`config.mk`:
```
export PLATFORM = sky130hd
export DESIGN_NAME = weight_stream_ctrl_flat
export DESIGN_NICKNAME = d
export VERILOG_FILES = /design/src/rtl/weight_stream_pkg.sv /design/src/rtl/weight_stream_if.sv /design/src/rtl/weight_stream_fifo.sv /design/src/rtl/weight_stream_ctrl.sv /design/src/flat_wrapper.sv
export SDC_FILE = /design/constraint.sdc
export NUM_CORES = 1
export LEC_CHECK = 0
export ABC_AREA = 1
export BUFFER_PORTS_ARGS = -buffer_cell sky130_fd_sc_hd__buf_2
export CORE_MARGIN = 3
export CORE_UTILIZATION = 35
export CTS_BUF_LIST = sky130_fd_sc_hd__clkbuf_4 sky130_fd_sc_hd__clkbuf_8
export DETAILED_ROUTE_END_ITERATION = 10
export GPL_TIMING_DRIVEN = 0
export PLACE_DENSITY = 0.59
export SYNTH_ARGS = -nofsm -noshare
export SYNTH_HDL_FRONTEND = slang
export SYNTH_SLANG_ARGS = --single-unit
```
`constraint.sdc`:
```
create_clock -name clk -period 25.7 [get_ports clk]
set_input_delay 5.14 -clock clk [delete_from_list [all_inputs] [get_ports clk]]
set_output_delay 5.14 -clock clk [all_outputs]
set_load 0.02 [all_outputs]
```
`src/rtl/weight_stream_pkg.sv`:
```
// Shared types and default sizing for the weight stream controller.
package weight_stream_pkg;

  typedef enum logic [1:0] {
    IDLE   = 2'd0,
    STREAM = 2'd1,
    DRAIN  = 2'd2
  } state_t;

  localparam int DEF_ROM_LATENCY = 2;
  localparam int DEF_FIFO_DEPTH  = 4;

endpackage

```
`src/rtl/weight_stream_if.sv`:
```
// Control, ROM read port and output stream of the weight stream controller.
// Stream handshake: a word moves on every rising edge where data_out_valid && data_out_ready;
// data_out_valid never depends on data_out_ready, and data_out holds while valid && !ready.
interface weight_stream_if #(
  parameter int DATA_WIDTH = 128,
  parameter int ADDR_WIDTH = 6,
  parameter int PASS_WIDTH = 16
);
  logic                  start;
  logic [PASS_WIDTH-1:0] pass_count;
  logic                  busy;
  logic                  done;
  logic [ADDR_WIDTH-1:0] rom_addr;
  logic                  rom_ce;
  logic [DATA_WIDTH-1:0] rom_q;
  logic [DATA_WIDTH-1:0] data_out;
  logic                  data_out_valid;
  logic                  data_out_ready;

  modport master (
    input  start, pass_count, rom_q, data_out_ready,
    output busy, done, rom_addr, rom_ce, data_out, data_out_valid
  );

  modport slave (
    output start, pass_count, rom_q, data_out_ready,
    input  busy, done, rom_addr, rom_ce, data_out, data_out_valid
  );
endinterface

```
`src/rtl/weight_stream_fifo.sv`:
```
// Show-ahead output FIFO: rdata is the head entry whenever empty is low.
module weight_stream_fifo
  import weight_stream_pkg::*;
#(
  parameter int DATA_WIDTH = 128,
  parameter int FIFO_DEPTH = DEF_FIFO_DEPTH,
  localparam int PW = (FIFO_DEPTH > 1) ? $clog2(FIFO_DEPTH) : 1,
  localparam int CW = $clog2(FIFO_DEPTH + 1)
) (
  input  logic                  clk,
  input  logic                  rst,
  input  logic                  push,
  input  logic [DATA_WIDTH-1:0] wdata,
  input  logic                  pop,
  output logic [DATA_WIDTH-1:0] rdata,
  output logic [CW-1:0]         count,
  output logic                  empty,
  output logic                  full
);

  logic [DATA_WIDTH-1:0] mem [FIFO_DEPTH];
  logic [PW-1:0]         wr_ptr;
  logic [PW-1:0]         rd_ptr;
  logic                  do_push;
  logic                  do_pop;

  function automatic logic [PW-1:0] next_ptr(input logic [PW-1:0] p);
    return (p == PW'(FIFO_DEPTH - 1)) ? '0 : p + 1'b1;
  endfunction

  assign empty   = (count == '0);
  assign full    = (count == CW'(FIFO_DEPTH));
  assign do_push = push && !full;
  assign do_pop  = pop && !empty;
  assign rdata   = mem[rd_ptr];

  // Storage is cleared on reset so data_out reads zero out of reset.
  always_ff @(posedge clk or posedge rst) begin
    if (rst) begin
      for (int i = 0; i < FIFO_DEPTH; i++) mem[i] <= '0;
      wr_ptr <= '0;
      rd_ptr <= '0;
      count  <= '0;
    end else begin
      if (do_push) begin
        mem[wr_ptr] <= wdata;
        wr_ptr      <= next_ptr(wr_ptr);
      end
      if (do_pop) rd_ptr <= next_ptr(rd_ptr);
      case ({do_push, do_pop})
        2'b10:   count <= count + 1'b1;
        2'b01:   count <= count - 1'b1;
        default: count <= count;
      endcase
    end
  end

endmodule

```
`src/rtl/weight_stream_ctrl.sv`:
```
// Turns a fixed-latency parameter ROM into a credit-limited valid/ready stream,
// replaying the DEPTH-word tensor pass_count times.
module weight_stream_ctrl
  import weight_stream_pkg::*;
#(
  parameter int DATA_WIDTH  = 128,
  parameter int DEPTH       = 32,
  parameter int ADDR_WIDTH  = $clog2(DEPTH) + 1,
  parameter int ROM_LATENCY = DEF_ROM_LATENCY,
  parameter int FIFO_DEPTH  = DEF_FIFO_DEPTH,
  parameter int PASS_WIDTH  = 16
) (
  input  logic              clk,
  input  logic              rst,
  weight_stream_if.master   bus,
  output state_t            fsm_state
);

  localparam int FCW = $clog2(FIFO_DEPTH + 1);
  localparam int ICW = $clog2(ROM_LATENCY + 1);
  localparam int CW  = $clog2(FIFO_DEPTH + ROM_LATENCY + 1);

  state_t                  state;
  state_t                  state_nxt;
  logic                    done_q;
  logic                    done_nxt;
  logic [ADDR_WIDTH-1:0]   addr;
  logic [PASS_WIDTH-1:0]   pass;
  logic [PASS_WIDTH-1:0]   pass_total;
  logic [ROM_LATENCY-1:0]  inflight_sr;
  logic [ICW-1:0]          inflight_cnt;
  logic [CW-1:0]           credit_used;
  logic                    issue;
  logic                    last_word;
  logic                    launch;
  logic                    capture;
  logic                    pop;
  logic [FCW-1:0]          fifo_count;
  logic                    fifo_empty;
  logic                    fifo_full;

  always_comb begin
    inflight_cnt = '0;
    for (int i = 0; i < ROM_LATENCY; i++) inflight_cnt = inflight_cnt + ICW'(inflight_sr[i]);
  end

  // Every word either sits in the FIFO or is still in the ROM pipeline, so
  // bounding their sum by FIFO_DEPTH guarantees a free slot at capture time.
  assign credit_used = CW'(fifo_count) + CW'(inflight_cnt);
  assign issue       = (state == STREAM) && (credit_used < CW'(FIFO_DEPTH));
  assign last_word   = (addr == ADDR_WIDTH'(DEPTH - 1)) && (pass == pass_total - 1'b1);
  assign launch      = (state == IDLE) && bus.start && (bus.pass_count != '0);
  assign capture     = inflight_sr[ROM_LATENCY-1] && !fifo_full;
  assign pop         = bus.data_out_ready && !fifo_empty;

  always_comb begin
    state_nxt = state;
    done_nxt  = 1'b0;
    case (state)
      IDLE: begin
        if (bus.start) begin
          if (bus.pass_count != '0) state_nxt = STREAM;
          else                      done_nxt  = 1'b1;
        end
      end
      STREAM: begin
        if (issue && last_word) state_nxt = DRAIN;
      end
      DRAIN: begin
        if ((inflight_cnt == '0) && fifo_empty) begin
          state_nxt = IDLE;
          done_nxt  = 1'b1;
        end
      end
      default: state_nxt = IDLE;
    endcase
  end

  always_ff @(posedge clk or posedge rst) begin
    if (rst) begin
      state  <= IDLE;
      done_q <= 1'b0;
    end else begin
      state  <= state_nxt;
      done_q <= done_nxt;
    end
  end

  always_ff @(posedge clk or posedge rst) begin
    if (rst) begin
      addr        <= '0;
      pass        <= '0;
      pass_total  <= '0;
      inflight_sr <= '0;
    end else begin
      inflight_sr <= (inflight_sr << 1) | ROM_LATENCY'(issue);
      if (launch) begin
        pass_total <= bus.pass_count;
        addr       <= '0;
        pass       <= '0;
      end else if (issue) begin
        if (addr == ADDR_WIDTH'(DEPTH - 1)) begin
          addr <= '0;
          pass <= pass + 1'b1;
        end else begin
          addr <= addr + 1'b1;
        end
      end
    end
  end

  weight_stream_fifo #(
    .DATA_WIDTH (DATA_WIDTH),
    .FIFO_DEPTH (FIFO_DEPTH)
  ) u_fifo (
    .clk   (clk),
    .rst   (rst),
    .push  (capture),
    .wdata (bus.rom_q),
    .pop   (pop),
    .rdata (bus.data_out),
    .count (fifo_count),
    .empty (fifo_empty),
    .full  (fifo_full)
  );

  assign bus.busy           = (state != IDLE);
  assign bus.done           = done_q;
  assign bus.rom_addr       = addr;
  assign bus.rom_ce         = 1'b1;
  assign bus.data_out_valid = !fifo_empty;
  assign fsm_state          = state;

endmodule

```
`src/flat_wrapper.sv`:
```
// flat-port wrapper written by rule: the top's interface ports become plain ports
module weight_stream_ctrl_flat import weight_stream_pkg::*;
#(
  parameter int DATA_WIDTH  = 128,
  parameter int DEPTH       = 32,
  parameter int ADDR_WIDTH  = $clog2(DEPTH) + 1,
  parameter int ROM_LATENCY = DEF_ROM_LATENCY,
  parameter int FIFO_DEPTH  = DEF_FIFO_DEPTH,
  parameter int PASS_WIDTH  = 16
)
  (clk, rst, fsm_state, bus_start, bus_pass_count, bus_rom_q, bus_data_out_ready, bus_busy, bus_done, bus_rom_addr, bus_rom_ce, bus_data_out, bus_data_out_valid);
  weight_stream_if #(.DATA_WIDTH(DATA_WIDTH), .ADDR_WIDTH(ADDR_WIDTH), .PASS_WIDTH(PASS_WIDTH)) bus_i ();
  input  logic clk;
  input  logic rst;
  output state_t fsm_state;
  input wire logic [$bits(bus_i.start)-1:0] bus_start;
  input wire logic [$bits(bus_i.pass_count)-1:0] bus_pass_count;
  input wire logic [$bits(bus_i.rom_q)-1:0] bus_rom_q;
  input wire logic [$bits(bus_i.data_out_ready)-1:0] bus_data_out_ready;
  output wire logic [$bits(bus_i.busy)-1:0] bus_busy;
  output wire logic [$bits(bus_i.done)-1:0] bus_done;
  output wire logic [$bits(bus_i.rom_addr)-1:0] bus_rom_addr;
  output wire logic [$bits(bus_i.rom_ce)-1:0] bus_rom_ce;
  output wire logic [$bits(bus_i.data_out)-1:0] bus_data_out;
  output wire logic [$bits(bus_i.data_out_valid)-1:0] bus_data_out_valid;
  assign bus_i.start = bus_start;
  assign bus_i.pass_count = bus_pass_count;
  assign bus_i.rom_q = bus_rom_q;
  assign bus_i.data_out_ready = bus_data_out_ready;
  assign bus_busy = bus_i.busy;
  assign bus_done = bus_i.done;
  assign bus_rom_addr = bus_i.rom_addr;
  assign bus_rom_ce = bus_i.rom_ce;
  assign bus_data_out = bus_i.data_out;
  assign bus_data_out_valid = bus_i.data_out_valid;
  weight_stream_ctrl #(.DATA_WIDTH(DATA_WIDTH), .DEPTH(DEPTH), .ADDR_WIDTH(ADDR_WIDTH), .ROM_LATENCY(ROM_LATENCY), .FIFO_DEPTH(FIFO_DEPTH), .PASS_WIDTH(PASS_WIDTH)) u_core (.clk(clk), .rst(rst), .bus(bus_i), .fsm_state(fsm_state));
endmodule
```
==> summary.txt, run 1 <==
DRC = 0
mapped cell area = 27800 µm²
Row Count = 102
Routed WL = 79100 µm
Crit path largest cell delay = 1.00 ns
Post-synth top cells = 562 x dfrtp_1, 400 x mux2_4, 306 x nor2_1
postcts setup bufs = 0
number of hold-repair buffers added at the cts stage = 0
filler instances = 7277
worst reg2reg endpoint = u_core.u_fifo.rd_ptr[0]
Synth-to-Final Area Change = 18.2%
slowest CP cell = clkbuf_1
GP Congestion = 0.836
final instance area = 32800 µm²
part of the cycle the worst path needs = 0.347
CTS Root Cell = clkbuf_8
worst slack at placement = 17.49 ns
Detail Placement HPWL = 52700 µm
Port Buffers = 286
clk buf depth = 3
Crit Path Max Fanout = 10
sequential area share after synthesis = 0.507
Critical Path Sink = bus_data_out[120]
die area = 82700 µm²
antenna violations before repair = 22
vias in the first global route = 20300
share of cells above drive strength 1 = 0.382
hold violation count in the final report = 0
Avg Cell Area, Syn = 12.3 µm²
core box area = 78000 µm²
CTS sink count = 562
Achievable Freq = 0.112 GHz
Synth area leaders = dfrtp_1 51%, mux2_4 22%, o21ai_0 5.3%
worst vdd ir = 62.3 µV
total gr overflow = 0
Slew HR = 0.105
Reg area = 14100 µm²
Crit Path Class = flop to output pin
Worst setup SP type = flop
origin of the critical flop-to-flop path = u_core.u_fifo.rd_ptr[0]
crit path from = u_core.u_fifo.rd_ptr[0]
Slew Limit Fails = 0
H-tree Lvls = 3
Critical Path RT = 20.56 ns
die height = 288 µm
register bit total from synthesis = 562
cts repair resizes = 0
Reg clk slew, reported paths = 0.06 ns
Cell Chain, Critical Path = clkbuf_1 -> inv_1 -> clkbuf_1 -> clkbuf_1 -> o21ai_0 -> o22ai_1 -> buf_2
Async SR Flop Fraction = 1.00
Final setup viols = 0
fin crit period = 8.92 ns
depth of the most critical reg-to-reg path = 6
Post-Place Cell Area = 30600 µm²
Worst Slack Setup Final = 16.78 ns
synthesized instance count = 2259
Final ANT Viol Nets = 0
Vias = 19100
Avg WL per Cell = 20.9 µm
Die Wd = 288 µm
number of synthesized flops with an enable pin = 0
Synth area leader = dfrtp_1
detailed-router iteration count before antenna repair = 4
Tightest Hold Check Type = flop to flop
CTS tree = built
io pins = 288
largest net degree at the start of global routing = 131
max-cap violation count = 0
wire length of the first global-routing pass = 123000 µm
Post-synth top flop = dfrtp_1
status = finished, final reports clean
synth unique cells = 40
TritonCTS Buffers = 101
PwrDens = 151 nW/µm²
Clock Skew = 0.0441 ns
Setup crit end kind = output pin
count leader, synth = dfrtp_1
Multi-input gate area = 12000 µm²
Yosys warning count = 0
worst hold slack = 0.403 ns
Pleak = 14.9 nW
First DRT Iteration DRCs = 946
RSZ-0062 raised after global routing = no
Yosys top cell area share = 0.507
worst-margin pin slew = 1.34 ns
setup TNS = 0 ns
Syn Nets = 2420
Starting Density = 0.356
Nets = 2813
vias per cell = 5.06
Critical Path AT = 3.78 ns
GRT Total Usage = 0.190
Clock Latency Late Sink = 0.71 ns
R2R Setup Slk = 23.32 ns
CP dominant cell by count = clkbuf_1
## layer usage
layer / GRT usage / part of all wire / vias up
met3: 0.0485 / 0.064 / 169
met1: 0.251 / 0.44 / 9772
met2: 0.304 / 0.47 / 519
li1: - / - / 8663
met4: 0.0662 / 0.030 / 20
met5: 0 / 0.0016 / -
## flip-flops by register name (all words and copies together) (netlist names)
register and flops:
u_core.fsm_state 2, u_core.u_fifo.mem 512, u_core.u_fifo.count 3, u_core.u_fifo.wr_ptr 2, u_core.u_fifo.rd_ptr 2, u_core.pass_total 16, u_core.bus.rom_addr 6, u_core.pass 16
u_core.inflight_sr 2, u_core.bus.done 1
## per-stage QoR
stage | util | power, mW | std cells
6_report | 0.421 | 4.97 | 3782
5_1_grt | 0.421 | 5.26 | 3770
4_1_cts | 0.420 | 5.01 | 3765
3_5_place_dp | 0.393 | 4.07 | 3589
3_3_place_gp | 0.391 | 4.01 | 3585
2_1_floorplan | - | 3.33 | 2259
## where the power goes
part,total (mW),switching [mW],internal (mW)
Sequential,1.57,0.243,1.33
Combinational,2.49,1.30,1.19
Clock,0.913,0.394,0.519
Total,4.97,1.93,3.03
## cells in the final DEF (no fill, tap or decap), drive strengths merged
| master | instances |
|---|---|
| a21oi | 4 |
| a31oi | 1 |
| and3 | 1 |
| buf | 356 |
| bufinv | 5 |
| clkbuf | 237 |
| clkinv | 16 |
| clkinvlp | 2 |
| conb | 1 |
| dfrtp | 562 |
| diode | 17 |
| fa | 1 |
| ha | 12 |
| inv | 79 |
| mux2 | 512 |
| nand2 | 110 |
| nand3 | 35 |
| nand3b | 4 |
| nand4 | 7 |
| nor2 | 311 |
| nor3 | 7 |
| nor4 | 3 |
| o211a | 1 |
| o21a | 1 |
| o21ai | 295 |
| o21bai | 1 |
| o22ai | 129 |
| o32ai | 1 |
| or2 | 1 |
| xnor2 | 9 |
| xor2 | 21 |
## final cells by class
class,instances,share of cell area
plain buffers,153,0.0432
multi-input cells,1468,0.365
well taps,1040,0.0396
flip-flops and latches,562,0.428
diodes,17,0.00130
clock buffers,150,0.0574
repair buffers,290,0.0470
clock inverters,26,0.00869
inverters,76,0.00900
## critical path, delay by kind of cell (launching register included)
kind                   cells  cell delay, ns
buffers and inverters      5            2.13
AO/OA/AOI/OAI              2            0.58
flip-flops                 1            0.37
## worst min path at each step
stage	start	end	depth (start not counted)
after CTS	u_core.inflight_sr[0]	u_core.inflight_sr[1]	0
after global placement	u_core.inflight_sr[0]	u_core.inflight_sr[1]	0
after floorplan	u_core.inflight_sr[0]	u_core.inflight_sr[1]	0
final	u_core.inflight_sr[0]	u_core.inflight_sr[1]	0
after global routing	u_core.inflight_sr[0]	u_core.inflight_sr[1]	0
after detailed placement	u_core.inflight_sr[0]	u_core.inflight_sr[1]	0
## kinds of logic (layout without fill, tap and decap cells)
| family | after synthesis | count (layout) | share of synthesized area |
|---|---|---|---|
| DFF | 562 | 562 | 0.507 |
| buffers and inverters | 229 | 695 | 0.0615 |
| other | 1 | 18 | 0.000135 |
| muxes | 512 | 512 | 0.262 |
| adders and majority gates | 13 | 13 | 0.00613 |
| AOI/OAI and AO/OA | 433 | 433 | 0.0850 |
| and+or+nand+nor | 479 | 479 | 0.0695 |
| xor gates and xnor gates | 30 | 30 | 0.00946 |
Power figures use the tool's default switching activity.
==> run 2, diff against run 1 <==
--- a/config.mk
+++ b/config.mk
@@ -5,14 +5,14 @@
 export SDC_FILE = /design/constraint.sdc
 export NUM_CORES = 1
 export LEC_CHECK = 0
-export ABC_AREA = 1
+export ABC_AREA = 0
 export BUFFER_PORTS_ARGS = -buffer_cell sky130_fd_sc_hd__buf_2
 export CORE_MARGIN = 3
 export CORE_UTILIZATION = 35
 export CTS_BUF_LIST = sky130_fd_sc_hd__clkbuf_4 sky130_fd_sc_hd__clkbuf_8
 export DETAILED_ROUTE_END_ITERATION = 10
 export GPL_TIMING_DRIVEN = 0
-export PLACE_DENSITY = 0.59
+export PLACE_DENSITY = 0.61
 export SYNTH_ARGS = -nofsm -noshare
 export SYNTH_HDL_FRONTEND = slang
 export SYNTH_SLANG_ARGS = --single-unit
==> constraint.sdc (replaced) <==
create_clock -name clk -period 7.65 [get_ports clk]
set_input_delay 1.53 -clock clk [delete_from_list [all_inputs] [get_ports clk]]
set_output_delay 1.53 -clock clk [all_outputs]
set_load 0.02 [all_outputs]
==> run 2 against run 1 <==
Via count shrank 22%. Clock power rose to 3.4 times the previous value. Cell count decreased by 21%. Die area fell by 10%. Critical endpoint is now bus_data_out[121]. Synthesized cell count shrank 30%. Global-route usage down 2.3 points.
==> summary.txt, run 2 <==
vias per cell = 4.97 (-1.8%)
H-tree Lvls = 3 (unchanged)
slowest CP cell = clkbuf_1
hold violation count in the final report = 0 (unchanged)
Crit path largest cell delay = 0.83 ns (-0.17 ns)
vias in the first global route = 16600 (-18%)
Clock Skew = 0.0551 ns (+0.0110 ns)
most common cell after layout, fill and taps aside = dfrtp_1
combinational share of power = 0.413 (-0.087)
DRC = 0 (unchanged)
worst slack at placement = 2.97 ns (-14.52 ns)
Pwr Total = 14.2 mW (+190%)
cts repair resizes = 0 (unchanged)
mapped cell area = 24900 µm² (-10%)
synth unique cells = 56 (+40%)
Avg Cell Area, Syn = 15.9 µm² (+29%)
setup TNS = 0 ns (unchanged)
Critical Path RT = 6.12 ns (-14.44 ns)
worst hold slack = 0.423 ns (+0.0194 ns)
die area = 74400 µm² (-10%)
sw power = 4.93 mW (+160%)
antenna violations before repair = 22 (unchanged)
Sequential Power Share = 0.366 (+0.050)
max reg flops = 512 (unchanged)
Clk network pwr share = 0.221 (+0.037)
Port Buffers = 286 (unchanged)
Crit Path Max Fanout = 10 (unchanged)
fin crit period = 5.17 ns
Synth area leaders = dfrtp_1 56%, mux2_2 23%, mux4_2 12%
Async SR Flop Fraction = 1.00 (unchanged)
largest reg by FF count = u_core.u_fifo.mem
io pins = 288 (unchanged)
Worst Slack Setup Final = 2.48 ns (-14.30 ns)
CP bufs+invs = 4 (-1)
Worst setup SP type = flop
origin of the critical flop-to-flop path = u_core.u_fifo.count[0]
Avg WL per Cell = 20.4 µm (-2.4%)
total gr overflow = 0 (unchanged)
Cell Chain, Critical Path = clkbuf_1 -> clkbuf_1 -> buf_1 -> mux4_2 -> buf_2
Critical Path AT = 3.64 ns (-0.14 ns)
most frequent cells in the layout = 562 x dfrtp_1, 514 x mux2_2, 350 x buf_2, 128 x mux4_2, 124 x clkbuf_8
postcts setup bufs = 0 (unchanged)
Slew Limit Fails = 0 (unchanged)
R2R Setup Slk = 4.90 ns (-18.42 ns)
Pleak = 13.0 nW (-13%)
hold wc startpoint = u_core.inflight_sr[0]
Achievable Freq = 0.193 GHz
filler instances = 6438 (-12%)
Post-synth top cells = 562 x dfrtp_1, 514 x mux2_2, 128 x mux4_2
count leader, synth = dfrtp_1
Synth area leader = dfrtp_1
core box area = 70300 µm² (-9.9%)
status = finished, final reports clean
number of hold-repair buffers added at the cts stage = 0 (unchanged)
die height = 273 µm (-5.1%)
share of cells above drive strength 1 = 0.587 (+0.205)
GRT Total Usage = 0.167 (-0.0230)
PwrDens = 470 nW/µm² (+210%)
Routed WL = 61200 µm (-23%)
Row Count = 97 (-4.9%)
worst-margin pin slew = 1.24 ns (-0.100 ns)
hold path cells = 0 (unchanged)
CTS sink count = 562 (unchanged)
worst reg2reg endpoint = u_core.u_fifo.mem[14]
Die Wd = 273 µm (-5.1%)
Setup crit end kind = output pin
delay-heaviest family, CP = buffers and inverters
clk buf depth = 3 (unchanged)
Syn Nets = 1733 (-28%)
First DRT Iteration DRCs = 582 (-38%)
Final ANT Viol Nets = 0 (unchanged)
Clock Latency Late Sink = 0.70 ns (about the same)
Tightest Hold Check Type = flop to flop
Vias = 14900 (-22%)
CTS Root Cell = clkbuf_8
Starting Density = 0.355 (-0.00137)
Final setup viols = 0 (unchanged)
worst vdd ir = 221 µV (+250%)
depth of the most critical reg-to-reg path = 6 (unchanged)
hold path endpoint = u_core.inflight_sr[1]
GP Congestion = 0.752 (-10%)
CTS tree = built
detailed-router iteration count before antenna repair = 7 (+3)
CP dominant cell by count = clkbuf_1
Pint = 9.23 mW (+200%)
Synth-to-Final Area Change = 20.9%
largest net degree at the start of global routing = 45 (-66%)
RSZ-0062 raised after global routing = no
Crit Path Class = flop to output pin
synthesized instance count = 1572 (-30%)
register bit total from synthesis = 562 (unchanged)
part of the cycle the worst path needs = 0.676
switching share of power = 0.348 (-0.0410)
Reg clk slew, reported paths = 0.06 ns (about the same)
Top Registers = u_core.u_fifo.mem x512, u_core.pass x16, u_core.pass_total x16
Nets = 2137 (-24%)
wire length of the first global-routing pass = 97200 µm (-21%)
Yosys top cell area share = 0.564 (+0.0577)
number of synthesized flops with an enable pin = 0 (unchanged)
TritonCTS Buffers = 101 (unchanged)
Detail Placement HPWL = 42400 µm (-20%)
Yosys warning count = 0 (unchanged)
Post-synth top flop = dfrtp_1
Slew HR = 0.172 (+0.0670)
max-cap violation count = 0 (unchanged)
sequential area share after synthesis = 0.564 (+0.0577)
Finished Core Util = 0.429 (+0.00802)
## run 2: worst max-delay path by stage
stage | from | endpoint | slack, ns | depth (start not counted)
final | u_core.u_fifo.rd_ptr[0] | bus_data_out[121] | 2.48 | 5
after global routing | u_core.u_fifo.rd_ptr[0] | bus_data_out[121] | 2.09 | 5
after CTS | u_core.u_fifo.rd_ptr[0] | bus_data_out[121] | 2.20 | 5
after detailed placement | u_core.u_fifo.rd_ptr[0] | bus_data_out[121] | 2.97 | 5
after global placement | rst | u_core.u_fifo.mem[179] | -4.41 | 2
after floorplan | rst | u_core.bus.done | -1.53 | 1
## run 2: per-stage QoR
step           instances  cell area, µm²
2_1_floorplan       1572           24900
3_3_place_gp        2798           27500
3_5_place_dp        2813           27800
4_1_cts             2994           30100
5_1_grt             2994           30100
6_report            3000           30100
## run 2: cell type report
cell class	count	area, µm²	area share
Inverter	20	78.8	0.00261
Clock inverter	22	325	0.0108
Multi-Input combinational cell	891	10300	0.342
Clock buffer	159	1970	0.0653
Timing Repair Buffer	301	1730	0.0574
Sequential cell	562	14100	0.467
Antenna cell	6	15.0	0.000498
Buffer	99	487	0.0161
Tap cell	940	1180	0.0390
## run 2: power by group through the flow
stage / registers [mW] / logic, mW / clock network [mW]
after floorplan: 5.00 / 4.34 / 0
after global placement: 5.13 / 5.82 / 0
after detailed placement: 5.23 / 5.97 / 0
after CTS: 5.17 / 5.98 / 3.25
after global routing: 5.35 / 6.32 / 3.39
final: 5.18 / 5.85 / 3.13
## run 2: cell families after synthesis
kind of cell	after synthesis	share of synthesized area
AOI/OAI and AO/OA	35	0.0105
other	1	0.000150
adders and majority gates	13	0.00683
muxes	646	0.350
buffers and inverters	119	0.0225
xor gates and xnor gates	37	0.0138
and+or+nand+nor	159	0.0324
DFF	562	0.564
## run 2: metal layers
layer | routed length [µm] | up-vias | GRT usage
met5 | 69 | - | 0
met4 | 1280 | 12 | 0.0448
met3 | 4000 | 107 | 0.0526
met2 | 30000 | 305 | 0.276
met1 | 25900 | 7857 | 0.213
li1 | - | 6637 | -
==> run 3, diff against run 2 <==
--- a/config.mk
+++ b/config.mk
@@ -5,7 +5,7 @@
 export SDC_FILE = /design/constraint.sdc
 export NUM_CORES = 1
 export LEC_CHECK = 0
-export ABC_AREA = 0
+export ABC_AREA = 1
 export BUFFER_PORTS_ARGS = -buffer_cell sky130_fd_sc_hd__buf_2
 export CORE_MARGIN = 3
 export CORE_UTILIZATION = 35
==> constraint.sdc (replaced) <==
create_clock -name clk -period 4.62 [get_ports clk]
set_input_delay 0.924 -clock clk [delete_from_list [all_inputs] [get_ports clk]]
set_output_delay 0.924 -clock clk [all_outputs]
set_load 0.02 [all_outputs]
==> run 3 against run 2 <==
Clock skew down 0.023 ns. Setup slack worse by 2.3 ns. Design area up 11%. Register-to-register slack worse by 2.5 ns. Via count increased by 25%. Critical path depth grew 2. Power grew 98%. Hold slack got worse by 0.17 ns. Clock power up 80%. Combinational power is 130% higher. Sequential power grew 67%. Largest power group unchanged.
==> summary.txt, run 3 (synthesis gave the netlist of run 1 again) <==
status = finished, final reports clean
CTS Root Cell = clkbuf_8
Starting Density = 0.356 (+0.00137)
Detail Placement HPWL = 50900 µm (+20%)
Top Registers = u_core.u_fifo.mem x512, u_core.pass x16, u_core.pass_total x16
Clock Skew = 0.0319 ns (-0.0231 ns)
Finished Core Util = 0.427 (-0.00178)
worst slack at placement = 0.655 ns (-2.32 ns)
CP dominant cell by count = clkbuf_1
Port Buffers = 286 (unchanged)
wire length of the first global-routing pass = 117000 µm (+21%)
final instance area = 33300 µm² (+11%)
RSZ-0062 raised after global routing = no
fin crit period = 4.43 ns
largest net degree at the start of global routing = 43 (-4.4%)
Post-Place Cell Area = 30800 µm² (+11%)
number of hold-repair buffers added at the cts stage = 0 (unchanged)
CTS sink count = 562 (unchanged)
TritonCTS Buffers = 99 (-2.0%)
Worst setup SP type = flop
share of cells above drive strength 1 = 0.388 (-0.199)
max reg flops = 512 (unchanged)
max-cap violation count = 0 (unchanged)
Crit Path Class = flop to output pin
Avg WL per Cell = 20.1 µm (-1.6%)
worst-margin pin slew = 1.25 ns (+0.0104 ns)
worst vdd ir = 412 µV (+86%)
Setup crit end kind = output pin
Cells after DPL = 3601 (+28%)
vias in the first global route = 19400 (+17%)
hold violation count in the final report = 0 (unchanged)
part of the cycle the worst path needs = 0.959
Pleak = 15.2 nW (+16%)
CTS tree = built
most frequent cells in the layout = 562 x dfrtp_1, 400 x mux2_4, 306 x nor2_1, 295 x o21ai_0, 289 x buf_2
Routed WL = 76100 µm (+24%)
Clock Latency Late Sink = 0.70 ns (about the same)
GRT Total Usage = 0.182 (+0.0151)
vias per cell = 4.93 (-0.94%)
worst hold slack = 0.258 ns (-0.165 ns)
Crit Path Max Fanout = 10 (unchanged)
core box area = 78000 µm² (+11%)
slowest CP cell = clkbuf_1
Crit path largest cell delay = 0.79 ns (-0.04 ns)
total gr overflow = 0 (unchanged)
detailed-router iteration count before antenna repair = 5 (-2)
final cell count without fillers = 3790 (+26%)
antenna violations before repair = 11 (-50%)
First DRT Iteration DRCs = 923 (+59%)
Achievable Freq = 0.226 GHz
Synth-to-Final Area Change = 20.0%
clk buf depth = 3 (unchanged)
H-tree Lvls = 3 (unchanged)
die area = 82700 µm² (+11%)
Critical Path RT = 3.70 ns (-2.42 ns)
die height = 288 µm (+5.4%)
Nets = 2823 (+32%)
Vias = 18700 (+25%)
Reg clk slew, reported paths = 0.06 ns (about the same)
Slew Limit Fails = 0 (unchanged)
setup TNS = 0 ns (unchanged)
Critical Path AT = 3.51 ns (-0.13 ns)
Worst Slack Setup Final = 0.189 ns (-2.29 ns)
Slew HR = 0.165 (-0.00696)
largest reg by FF count = u_core.u_fifo.mem
PwrDens = 841 nW/µm² (+79%)
GP Congestion = 0.810 (+7.7%)
Tightest Hold Check Type = input pin to asynchronous set/reset pin
io pins = 288 (unchanged)
DRC = 0 (unchanged)
Final ANT Viol Nets = 0 (unchanged)
Row Count = 102 (+5.2%)
Final setup viols = 0 (unchanged)
Cell Chain, Critical Path = clkbuf_1 -> inv_1 -> clkbuf_1 -> buf_1 -> nor2_1 -> o22ai_1 -> buf_2
most common cell after layout, fill and taps aside = dfrtp_1
Die Wd = 288 µm (+5.4%)
Pwr Total = 28.0 mW (+98%)
-- run 3: cell types whose count changed in the layout (fill, tap and decap cells not counted), moves of 62 or more --
cell	before	now
clkbuf_1	21	83
mux2_4	0	400
o22ai_1	0	129
nor2_1	26	306
mux4_2	128	0
o21ai_0	9	295
mux2_2	514	102
-- run 3: final timing paths --
| check | slack, ns | depth (start not counted) | endpoint | from |
|---|---|---|---|---|
| min in group clk | 0.41 | 0 | u_core.inflight_sr[1] | u_core.inflight_sr[0] |
| max in group asynchronous | 2.91 | 7 | u_core.u_fifo.mem[440] | rst |
| worst min-delay path | 0.26 | 2 | u_core.u_fifo.mem[153] | rst |
| worst max register to register | 2.39 | 12 | u_core.pass[15] | u_core.inflight_sr[0] |
| worst min register to register | 0.41 | 0 | u_core.inflight_sr[1] | u_core.inflight_sr[0] |
| worst max-delay path | 0.19 | 7 | bus_data_out[78] | u_core.u_fifo.rd_ptr[0] |
-- run 3: metal layers --
metal	up-vias	wire length (µm)	global-route usage	part of all wire
li1	8679	-	-	-
met1	9396	34300	0.243	0.45
met2	438	35800	0.299	0.47
met3	141	4190	0.0413	0.055
met4	16	1700	0.0481	0.022
met5	-	110	0	0.0014
-- run 3: worst max-delay path: cells and delay by family (launching register included) --
family / cells / cell delay, ns
compound gates: 1 / 0.43
simple gates: 1 / 0.08
flops: 1 / 0.38
buf+inv: 5 / 1.90
-- run 3: area by class of cell --
| class | instances | area (µm²) |
|---|---|---|
| well taps | 1040 | 1300 |
| fillers | 7311 | 44700 |
| plain buffers | 153 | 1420 |
| multi-input cells | 1468 | 12000 |
| repair buffers | 302 | 1750 |
| diodes | 4 | 10.0 |
| clock buffers | 154 | 1980 |
| inverters | 76 | 292 |
| clock inverters | 31 | 502 |
| flip-flops and latches | 562 | 14100 |
-- run 3: repair_timing --
action,4_1_cts,5_1_grt
setup endpoints to repair,8,0
resized for setup,3,0
setup buffers,0,0
-- run 3: power breakdown --
group / leakage [nW] / switching (mW) / internal [mW]
sequential: 6.72 / 1.28 / 7.37
combinational: 7.17 / 7.09 / 6.62
clock: 1.29 / 2.22 / 3.41
